`src/rtl/uart_rx_param.sv`:
```
// rtl/uart_rx_param.sv - oversampling UART receiver with parity, stop-bit and overrun reporting
// Holds one received word behind a valid/ready handshake; later frames are dropped while it waits.
module uart_rx_param #(
    parameter int DATA_BITS   = 8,
    parameter int PARITY_MODE = 0,
    parameter int STOP_BITS   = 1,
    parameter int OVERSAMPLE  = 16
) (
    input  logic                 clk_i,
    input  logic                 rst_i,
    input  logic                 tick_i,
    input  logic                 rx_i,
    output logic [DATA_BITS-1:0] data_o,
    output logic                 valid_o,
    input  logic                 ready_i,
    output logic                 parity_err_o,
    output logic                 frame_err_o,
    output logic                 overrun_o,
    input  logic                 clr_i,
    output logic                 busy_o
);

    localparam int CW = $clog2(OVERSAMPLE);
    localparam int BW = $clog2(DATA_BITS + 1);
    localparam logic [CW-1:0] HALF_M1   = CW'(OVERSAMPLE / 2 - 1);
    localparam logic [CW-1:0] FULL_M1   = CW'(OVERSAMPLE - 1);
    localparam logic [BW-1:0] LAST_DATA = BW'(DATA_BITS - 1);
    localparam logic [BW-1:0] LAST_STOP = BW'(STOP_BITS - 1);
    localparam logic          ODD       = (PARITY_MODE == 2);

    typedef enum logic [2:0] {IDLE, START, DATA, PARITY, STOP} state_t;

    state_t                 state_q, state_d;
    logic [1:0]             sync_q;
    logic                   rx_s;
    logic                   rx_prev_q;
    logic [CW-1:0]          cnt_q;
    logic [BW-1:0]          bit_q;
    logic [DATA_BITS-1:0]   shift_q;
    logic                   pe_acc_q;
    logic                   fe_acc_q;
    logic                   at_sample;
    logic                   frame_done;
    logic                   par_err_calc;
    logic                   fe_final;

    assign rx_s         = sync_q[1];
    assign busy_o       = (state_q != IDLE);
    assign par_err_calc = (^shift_q) ^ rx_s ^ ODD;
    assign fe_final     = fe_acc_q | ~rx_s;

    always_ff @(posedge clk_i or posedge rst_i) begin
        if (rst_i) begin
            sync_q <= 2'b11;
        end else begin
            sync_q <= {sync_q[0], rx_i};
        end
    end

    always_ff @(posedge clk_i or posedge rst_i) begin
        if (rst_i) begin
            state_q <= IDLE;
        end else begin
            state_q <= state_d;
        end
    end

    always_comb begin
        state_d    = state_q;
        at_sample  = 1'b0;
        frame_done = 1'b0;
        case (state_q)
            IDLE: begin
                // rx_prev_q only advances on ticks, so a held-low line never looks like a new edge
                if (tick_i && rx_prev_q && !rx_s) begin
                    state_d = START;
                end
            end
            START: begin
                if (tick_i && cnt_q == HALF_M1) begin
                    at_sample = 1'b1;
                    state_d   = rx_s ? IDLE : DATA;
                end
            end
            DATA: begin
                if (tick_i && cnt_q == FULL_M1) begin
                    at_sample = 1'b1;
                    if (bit_q == LAST_DATA) begin
                        state_d = (PARITY_MODE != 0) ? PARITY : STOP;
                    end
                end
            end
            PARITY: begin
                if (tick_i && cnt_q == FULL_M1) begin
                    at_sample = 1'b1;
                    state_d   = STOP;
                end
            end
            STOP: begin
                if (tick_i && cnt_q == FULL_M1) begin
                    at_sample = 1'b1;
                    if (bit_q == LAST_STOP) begin
                        state_d    = IDLE;
                        frame_done = 1'b1;
                    end
                end
            end
            default: state_d = IDLE;
        endcase
    end

    always_ff @(posedge clk_i or posedge rst_i) begin
        if (rst_i) begin
            rx_prev_q <= 1'b1;
            cnt_q     <= '0;
            bit_q     <= '0;
            shift_q   <= '1;
            pe_acc_q  <= 1'b0;
            fe_acc_q  <= 1'b0;
        end else if (tick_i) begin
            rx_prev_q <= rx_s;
            if (state_q == IDLE) begin
                cnt_q    <= '0;
                bit_q    <= '0;
                pe_acc_q <= 1'b0;
                fe_acc_q <= 1'b0;
            end else if (at_sample) begin
                cnt_q <= '0;
                case (state_q)
                    DATA: begin
                        shift_q <= {rx_s, shift_q[DATA_BITS-1:1]};
                        bit_q   <= (bit_q == LAST_DATA) ? '0 : bit_q + BW'(1);
                    end
                    PARITY:  pe_acc_q <= par_err_calc;
                    STOP: begin
                        fe_acc_q <= fe_final;
                        bit_q    <= bit_q + BW'(1);
                    end
                    default: bit_q <= '0;
                endcase
            end else begin
                cnt_q <= cnt_q + CW'(1);
            end
        end
    end

    always_ff @(posedge clk_i or posedge rst_i) begin
        if (rst_i) begin
            data_o       <= '0;
            valid_o      <= 1'b0;
            parity_err_o <= 1'b0;
            frame_err_o  <= 1'b0;
            overrun_o    <= 1'b0;
        end else begin
            if (frame_done && (!valid_o || ready_i)) begin
                data_o       <= shift_q;
                parity_err_o <= pe_acc_q;
                frame_err_o  <= fe_final;
                valid_o      <= 1'b1;
            end else if (valid_o && ready_i) begin
                valid_o <= 1'b0;
            end
            // A drop in the same cycle as clr_i must still be reported
            if (frame_done && valid_o && !ready_i) begin
                overrun_o <= 1'b1;
            end else if (clr_i) begin
                overrun_o <= 1'b0;
            end
        end
    end

endmodule

```
`config.mk`:
```
export PLATFORM = sky130hd
export DESIGN_NAME = uart_rx_param
export DESIGN_NICKNAME = d
export VERILOG_FILES = /design/src/rtl/uart_rx_param.sv
export SDC_FILE = /design/constraint.sdc
export NUM_CORES = 1
export LEC_CHECK = 0
export ABC_AREA = 0
export CAP_MARGIN = 25
export CORE_ASPECT_RATIO = 0.9
export CORE_MARGIN = 2
export CORE_UTILIZATION = 50
export CTS_CLUSTER_DIAMETER = 150
export DETAILED_ROUTE_END_ITERATION = 8
export PLACE_DENSITY = 0.75
export SETUP_SLACK_MARGIN = 0.15
export SLEW_MARGIN = 20
export SYNTH_ARGS = -nofsm -noshare
export SYNTH_HDL_FRONTEND = slang
export SYNTH_SLANG_ARGS = --single-unit
```
`constraint.sdc`:
```
create_clock -name clk_i -period 1.7 [get_ports clk_i]
set_input_delay 0.255 -clock clk_i [delete_from_list [all_inputs] [get_ports clk_i]]
set_output_delay 0.255 -clock clk_i [all_outputs]
set_load 0.01 [all_outputs]
```
Word level (Yosys, flattened, before mapping)
Cells that the tools add are included.
- output and inout bits: 13
- word-level logic and storage cells: 92
- flip-flop bits (word level): 36
- bitwise logic cells: 4
- add/subtract/negate cells: 2
- eq/ne operators: 15
- mux-type cells: 31
- reductions and logical operators: 27
- operators by type and width (cell ; number):
    2-to-1 mux 3 bit ; 7
    2-to-1 mux 4 bit ; 5
    inequality test 2 bit (second input constant) ; 8
    2-to-1 mux 1 bit ; 15
    case mux 3 bit (5 select lines) ; 1
    case mux 4 bit (3 select lines) ; 1
    nonzero test 2 bit ; 5
    AND reduction 3 bit ; 3
    adder 4 x 1 -> 4 bit (second input constant) ; 2
    == test 4 x 3 -> 1 bit (second input constant) ; 2
    logical AND 1 bit ; 8
    parity 8 bit ; 1
    AND reduction 7 bit ; 1
    == test 3 x 2 -> 1 bit (second input constant) ; 2
    == test 4 bit (second input constant) ; 1
    logical NOT 4 bit ; 1
    AND reduction 4 bit ; 1
    == test 3 x 1 -> 1 bit (second input constant) ; 1
    == test 3 bit (second input constant) ; 1
    logical NOT 1 bit ; 3
    logical NOT 3 bit ; 1
    nonzero test 3 bit ; 1
    OR reduction 3 bit ; 1
    2-to-1 mux 2 bit ; 1
    other kinds (5) ; 6

Longest topological paths before layout
Gate-level depths: netlist of run 1.
- word-level depth: 7
- gate-level depth with buffers: 8

Worst setup path after synthesis of run 1
Ideal clock, no wire load.
- path kind: reg-to-reg
- start point: register cnt_q[0]
- end point: register data_o[0]
- path buffers: 2
- cell stages (with the launch flop): 8
- arrival: 1.671 ns
- data required time: 1.575 ns
- period minus slack after synthesis: 1.796 ns
- setup time: 0.125 ns
- setup slack: -0.096 ns
- path through: dfrtp_1 ha_1 and4_1 buf_4 and4_4 nand4_4 buf_6 mux2_4
- longest elaborated chain between the ends: 5
- ends and longest elaborated chain (what ; RTL line ; RTL):
    from (decl) ; 37 ; logic [CW-1:0] cnt_q;
    from (signal assigned) ; 142 ; cnt_q <= cnt_q + CW'(1);
    == test 4 bit ; 100 ; if (tick_i && cnt_q == FULL_M1) begin
    logical AND 1 bit ; 100 ;
    2-to-1 mux 1 bit ; 100 ;
    2-to-1 mux 1 bit ; 72 ; case (state_q)
    logical AND 1 bit ; 155 ; if (frame_done && (!valid_o || ready_i)) begin
    to (signal assigned) ; 156 ; data_o <= shift_q;
    to (decl) ; 13 ; output logic [DATA_BITS-1:0] data_o,
No other way between the ends.
A chain may end at the register's enable or synchronous reset.

Worst setup path after layout of run 1
- start point: register cnt_q[1]
- end point: register data_o[4]
Same word-level chain as after synthesis.

==> results by group, run 1 <==
Layout
  – Share of cells above drive strength 1: 0.422
  – Final Cell Area: about 2400 um2
  – Nets: 212
  – Cell Count, Final, Fillers Out: 248
  – Final-layout fill cell count: around 240
  – Antenna Cells: 0
  – Area growth from synthesis to layout: 35.0%

Logic synthesis
  – Post-Syn Instances: approximately 160
  – Dominant synthesized flop cell: dfrtp_1
  – Post-synth EDFFs: 0
  – Seq cells post-synth: 36
  – Synth cell types: 37
  – Largest cells by area after synthesis: dfrtp_1 (35%), dfstp_2 (16%), mux2_2 (7.0%), mux2_4 (6.8%), xnor2_1 (4.0%)
  – Most instantiated cells after synthesis: dfrtp_1 (25), nand2_1 (16), inv_1 (12)
  – Seq/Total Area, Yosys: 0.516
  – Share of the synthesized area in the top cell type: 0.353
  – Synth area leader: dfrtp_1
  – Syn nets: 165
  – Synth warnings: 0
  – Synthesized area per cell: 11.4 um2
  – Cell with the most instances after synthesis: dfrtp_1
  – Post-Syn Area: 1770 um2
  – Fraction of synthesis flops using an asynchronous set or reset pin: 1.00

Power and ir drop
  – Leakage: 1.08 nW
  – Largest vdd supply drop: 892 uV
  – Cell Pwr Density: ~1100 nW/um2
  – Post-layout total power: 2.57 mW

STA
  – Setup Viol. Count Final: 0
  – RSZ-0062 raised after global routing: true
  – Final Hold Viols: 0
  – Hold Slack: 358 ps
  – FMAX: 591 MHz
  – Tcrit/Tclk final: 0.995
  – Setup ws final: 9.28 ps
  – Clock Skews: 4.76 ps
  – Clock period minus worst slack: roughly 1700 ps
  – Tightest Pin Transition: between 400 and 500 ps
  – Max-Slew Margin vs Limit: 0.706
  – Slew Limit Fails: 0

Worst setup path
  – Req. time, crit path: 1880 ps
  – Crit path kind: reg2reg
  – WP buf/inv: 0
  – Worst EP arrival: 1870 ps
  – CP Max Fanout: 6
  – Crit-path cells: ha_2, and4_1, and4_4, nand4_4, mux2_4
  – Critical path launch point type: flop
  – Slowest-stage cell, CP: dfrtp_1
  – Critical Path Sink Type: flop
  – Kind of cell adding the most delay to the critical path: simple AND/OR/NAND/NOR gates
  – Worst path max stage delay: 360 ps

Drt
  – Detail Route Antenna Nets: 0
  – WL per Instance: 16.5 um
  – Drc violations: 0
  – Vias per cell: about 5.7
  – Drt total wl: between 4000 and 5000 um
  – First-iteration detailed-routing DRC count: 94
  – DR pass1 iterations: 5
  – Via count: 1403

Placement
  – Port bufs: 18
  – Placed cells: 227
  – Final GP Congestion: 0.766
  – Post-DP Area: between 2000 and 2500 um2
  – Setup WS pre-CTS: -229 ps
  – Post-DP HPWL: 2500 um

Run
  – Max Cap Violations: 0

CTS
  – Reg clk slew, reported paths: 70 ps
  – Max clock buf depth: 2
  – Clk sinks: 36
  – CTS tree: done
  – Later-pin clock latency in the skew report: 290 ps
  – Clock root buffer: clkbuf_8
  – # H-tree levels: 2
  – CTS buffer count: 5
  – Cts hold-fix bufs: 0

GRT
  – First-pass GRT wire length: 6380 um
  – Global route overflow: 0
  – Pin count of the biggest net entering global routing: 37
  – Number of global-route vias before repair: 1360
  – Total track usage: 0.220
  – Initial antenna violation count: 0

Min path
  – Worst Hold Class: in2async

Floorplanning
  – FP Rows: 20
  – Initial core utilization: 0.525
  – Core Footprint: 3380 um2
  – Total die area: ~4000 um2
  – Die Ht: 60.5 um
  – Io pins: 19
  – Die Span X: 66.8 um

Outcome
  – Status: finished clean
worst register-to-register path, cell delays in order, from the launching register on:
cell and delay (ps):
dfrtp_1 360, ha_2 190, and4_1 200, and4_4 270, nand4_4 190, mux2_4 360
placed cells by master, fill, tap and decap left out, types with 3 or more instances in the layout:
cell,instances
buf_6,6
dfrtp_2,3
o21ai_1,4
inv_1,11
o211ai_1,3
a31oi_1,4
mux2_4,10
clkbuf_8,6
dfrtp_1,22
nand3_1,6
xnor2_1,8
dfstp_2,11
nand2_1,14
clkdlybuf4s50_1,17
o22ai_1,3
buf_4,21
mux2_2,9
nand4_1,3
sequential cells by signal, summed over array words and instances (netlist names):
register,count
shift_q,8
sync_q,2
data_o,8
rx_prev_q,1
valid_o,1
overrun_o,1
state_q,3
pe_acc_q,1
frame_err_o,1
parity_err_o,1
bit_q,4
cnt_q,4
fe_acc_q,1
routing by layer:
metal	GRT usage	share of wire
met2	0.374	0.51
met4	0.0845	0.020
met1	0.267	0.42
met3	0.0668	0.055
met5	0	0
final cells by class:
cell class              instances  area (um2)  area share
clock buffers                   7        86.3      0.0361
clock inverters                 1        7.51     0.00314
inverters                      12        45.0      0.0188
multi-input cells             102         861       0.360
flip-flops and latches         36         918       0.384
well taps                      44        55.1      0.0230
repair buffers                 46         420       0.176
worst paths after layout:
path	startpoint	endpoint	slack (ps)	cells after the start
worst max-delay path	cnt_q[1]$_DFFE_PP0P_	data_o[4]$_DFFE_PP0P_	9	5
worst min-delay path	rst_i	pe_acc_q$_DFFE_PP0P_	360	3
max in group asynchronous	rst_i	shift_q[2]$_DFFE_PP1P_	1000	3
worst min register to register	sync_q[0]$_DFF_PP1_	sync_q[1]$_DFF_PP1_	360	0
min in group clk_i	sync_q[0]$_DFF_PP1_	sync_q[1]$_DFF_PP1_	360	0
worst max register to register	cnt_q[1]$_DFFE_PP0P_	data_o[4]$_DFFE_PP0P_	9	5
power breakdown:
part	internal (mW)	total, mW	leakage, nW	switching (mW)
logic	0.429	0.867	0.591	0.438
clock network	0.329	0.637	0.0445	0.308
registers	0.971	1.06	0.443	0.0928
total	1.73	2.57	1.08	0.839
cell families (layout without fill, tap and decap cells):
| logic type | count (synthesis) | after routing | share of synthesized area |
|---|---|---|---|
| AO/OA/AOI/OAI | 25 | 25 | 0.0875 |
| XOR/XNOR | 9 | 9 | 0.0445 |
| buffers and inverters | 19 | 66 | 0.0501 |
| multiplexers | 20 | 20 | 0.143 |
| adder cells (fa/ha/maj) | 3 | 3 | 0.0212 |
| AND/OR/NAND/NOR | 44 | 45 | 0.138 |
| flip-flops | 36 | 36 | 0.516 |
through the flow:
step | TNS [ps] | util
after floorplan | -189 | -
after global placement | -2470 | 0.623
after detailed placement | -3150 | 0.623
after CTS | 0 | 0.675
after global routing | -214 | 0.709
final | 0 | 0.709
repair_timing:
item                                    4_1_cts  5_1_grt
buffers inserted                              6        6
pin swaps                                     2        6
gates resized for setup                       9       26
cloned                                        1        0
endpoints found under the setup margin       23       29
(Power assumes the default switching activity.)
==> inputs of run 2 (changes only) <==
Settings changed: CORE_ASPECT_RATIO 0.9 to 0.75.
==> run 2 against run 1 <==
Against the previous run:
- critical path depth unchanged
- highest routed layer unchanged
- cell count decreased by 0.40%
- first-iteration DRC count increased by 37%
==> results by group, run 2 (same netlist as run 1, synthesis figures left out) <==
STA
  – RSZ-0062 raised after global routing: true
  – Tcrit/Tclk final: 0.987
  – Setup ws final: 22.7 ps
  – Setup TNS: 0 ps
  – Final Hold Viols: 0
  – Tightest Pin Transition: 449 ps
  – Max-Slew Margin vs Limit: 0.701
  – FMAX: 596 MHz
  – Clock period minus worst slack: 1680 ps
  – Hold Slack: 356 ps
  – Setup Viol. Count Final: 0
  – Slew Limit Fails: 0
  – Clock Skews: 8.08 ps

Layout
  – Cell Count, Final, Fillers Out: ~250
  – Most common cell after layout, fill and taps aside: buf_4
  – Final Cell Area: 2450 um2
  – Nets: 215
  – Final core utilization: 0.735
  – Area growth from synthesis to layout: 38.1%
  – Largest regs: data_o: 8 flops, shift_q: 8 flops
  – Antenna Cells: 0
  – Final-layout fill cell count: between 200 and 250
  – Most frequent cells in the layout: buf_4 (24), dfrtp_1 (22), clkdlybuf4s50_1 (17)
  – Share of cells above drive strength 1: 0.464

Worst setup path
  – Req. time, crit path: 1870 ps
  – Critical Path Sink Type: flop
  – R2R Path End: data_o[5]$_DFFE_PP0P_
  – R2r startpoint: cnt_q[1]$_DFFE_PP0P_
  – Flop2flop setup slack: 20 ps
  – Crit path kind: reg2reg
  – Critical path launch point type: flop
  – Worst Reg-to-Reg Cells: 5
  – CP Max Fanout: 6
  – Worst EP arrival: around 1900 ps

CTS
  – Clock root buffer: clkbuf_8
  – Max clock buf depth: 2
  – CTS tree: done
  – # H-tree levels: 2
  – Reg clk slew, reported paths: 80 ps
  – Clk sinks: 36
  – CTS buffer count: 5
  – Later-pin clock latency in the skew report: 300 ps

Floorplanning
  – Core Footprint: 3330 um2
  – Io pins: 19
  – Total die area: 4040 um2
  – FP Rows: 18
  – Die Span X: 72.8 um
  – Die Ht: 55.6 um
  – Initial core utilization: 0.532

Drt
  – WL per Instance: 17.4 um
  – Drt total wl: 4300 um
  – Vias per cell: between 5 and 6
  – Drc violations: 0
  – DR pass1 iterations: 5
  – Via count: approximately 1400
  – Detail Route Antenna Nets: 0
  – First-iteration detailed-routing DRC count: 129

Power and ir drop
  – Int Pwr: 1.70 mW
  – Combinational power share: 0.356
  – Largest vdd supply drop: 721 uV
  – Leakage: 1.10 nW
  – Sw Ratio: 0.338
  – Reg power frac: 0.410
  – Net Switching: a little under 900 uW
  – Post-layout total power: 2.57 mW
  – Clock share of power: 0.234
  – Cell Pwr Density: 1050 nW/um2

Placement
  – Final GP Congestion: 0.782
  – Post-DP HPWL: 2640 um
  – Placed cells: about 220
  – Port bufs: 18
  – Setup WS pre-CTS: -238 ps
  – Post-DP Area: 2100 um2

Run
  – Max Cap Violations: 0

GRT
  – Number of global-route vias before repair: roughly 1400
  – First-pass GRT wire length: around 6800 um
  – Global route overflow: 0
  – Pin count of the biggest net entering global routing: 37
  – Total track usage: 0.227
  – Initial antenna violation count: 0

Outcome
  – Status: finished clean

Min path
  – Worst Hold Class: in2async
-- run 2: cell type report --
cell class / count / area [um2] / area share
Clock buffer: 5 / 68.8 / 0.0281
Clock inverter: 3 / 18.8 / 0.00766
Inverter: 12 / 45.0 / 0.0184
Multi-Input combinational cell: 102 / 898 / 0.367
Sequential cell: 36 / 918 / 0.375
Tap cell: 40 / 50.0 / 0.0204
Timing Repair Buffer: 49 / 449 / 0.183
-- run 2: layer usage --
layer,GRT usage,wire [um]
met1,0.274,1700
met2,0.384,2190
met3,0.0707,247
met4,0.0688,168
met5,0,0
-- run 2: worst max path at each step --
| stage | endpoint | cells after the start | start | slack [ps] |
|---|---|---|---|---|
| 6_report | data_o[5]$_DFFE_PP0P_ | 5 | cnt_q[1]$_DFFE_PP0P_ | 20 |
| 5_1_grt | data_o[5]$_DFFE_PP0P_ | 5 | cnt_q[1]$_DFFE_PP0P_ | -30 |
| 4_1_cts | data_o[5]$_DFFE_PP0P_ | 5 | cnt_q[1]$_DFFE_PP0P_ | 30 |
| 3_5_place_dp | data_o[5]$_DFFE_PP0P_ | 5 | tick_i | -240 |
| 3_3_place_gp | data_o[4]$_DFFE_PP0P_ | 5 | tick_i | -200 |
| 2_1_floorplan | data_o[0]$_DFFE_PP0P_ | 7 | cnt_q[0]$_DFFE_PP0P_ | -20 |
-- run 2: power by group through the flow --
stage | clock network (mW) | logic, mW | registers, mW
after floorplan | 0 | 0.423 | 1.04
after global placement | 0 | 0.581 | 1.09
after detailed placement | 0 | 0.616 | 1.10
after CTS | 0.614 | 0.778 | 1.05
after global routing | 0.655 | 0.998 | 1.07
final | 0.603 | 0.917 | 1.05
-- run 2: repair_timing --
action	4_1_cts	5_1_grt
setup endpoints to repair	24	30
hold buffers	0	0
setup buffers	7	8
cloned	1	0
pin swaps	5	12
resized for setup	16	26
-- run 2: worst max-delay path, cell delays in order, from the launching register on --
cell,delay [ps]
dfrtp_1,360
ha_2,190
and4_1,210
and4_4,280
nand4_4,170
mux2_4,350
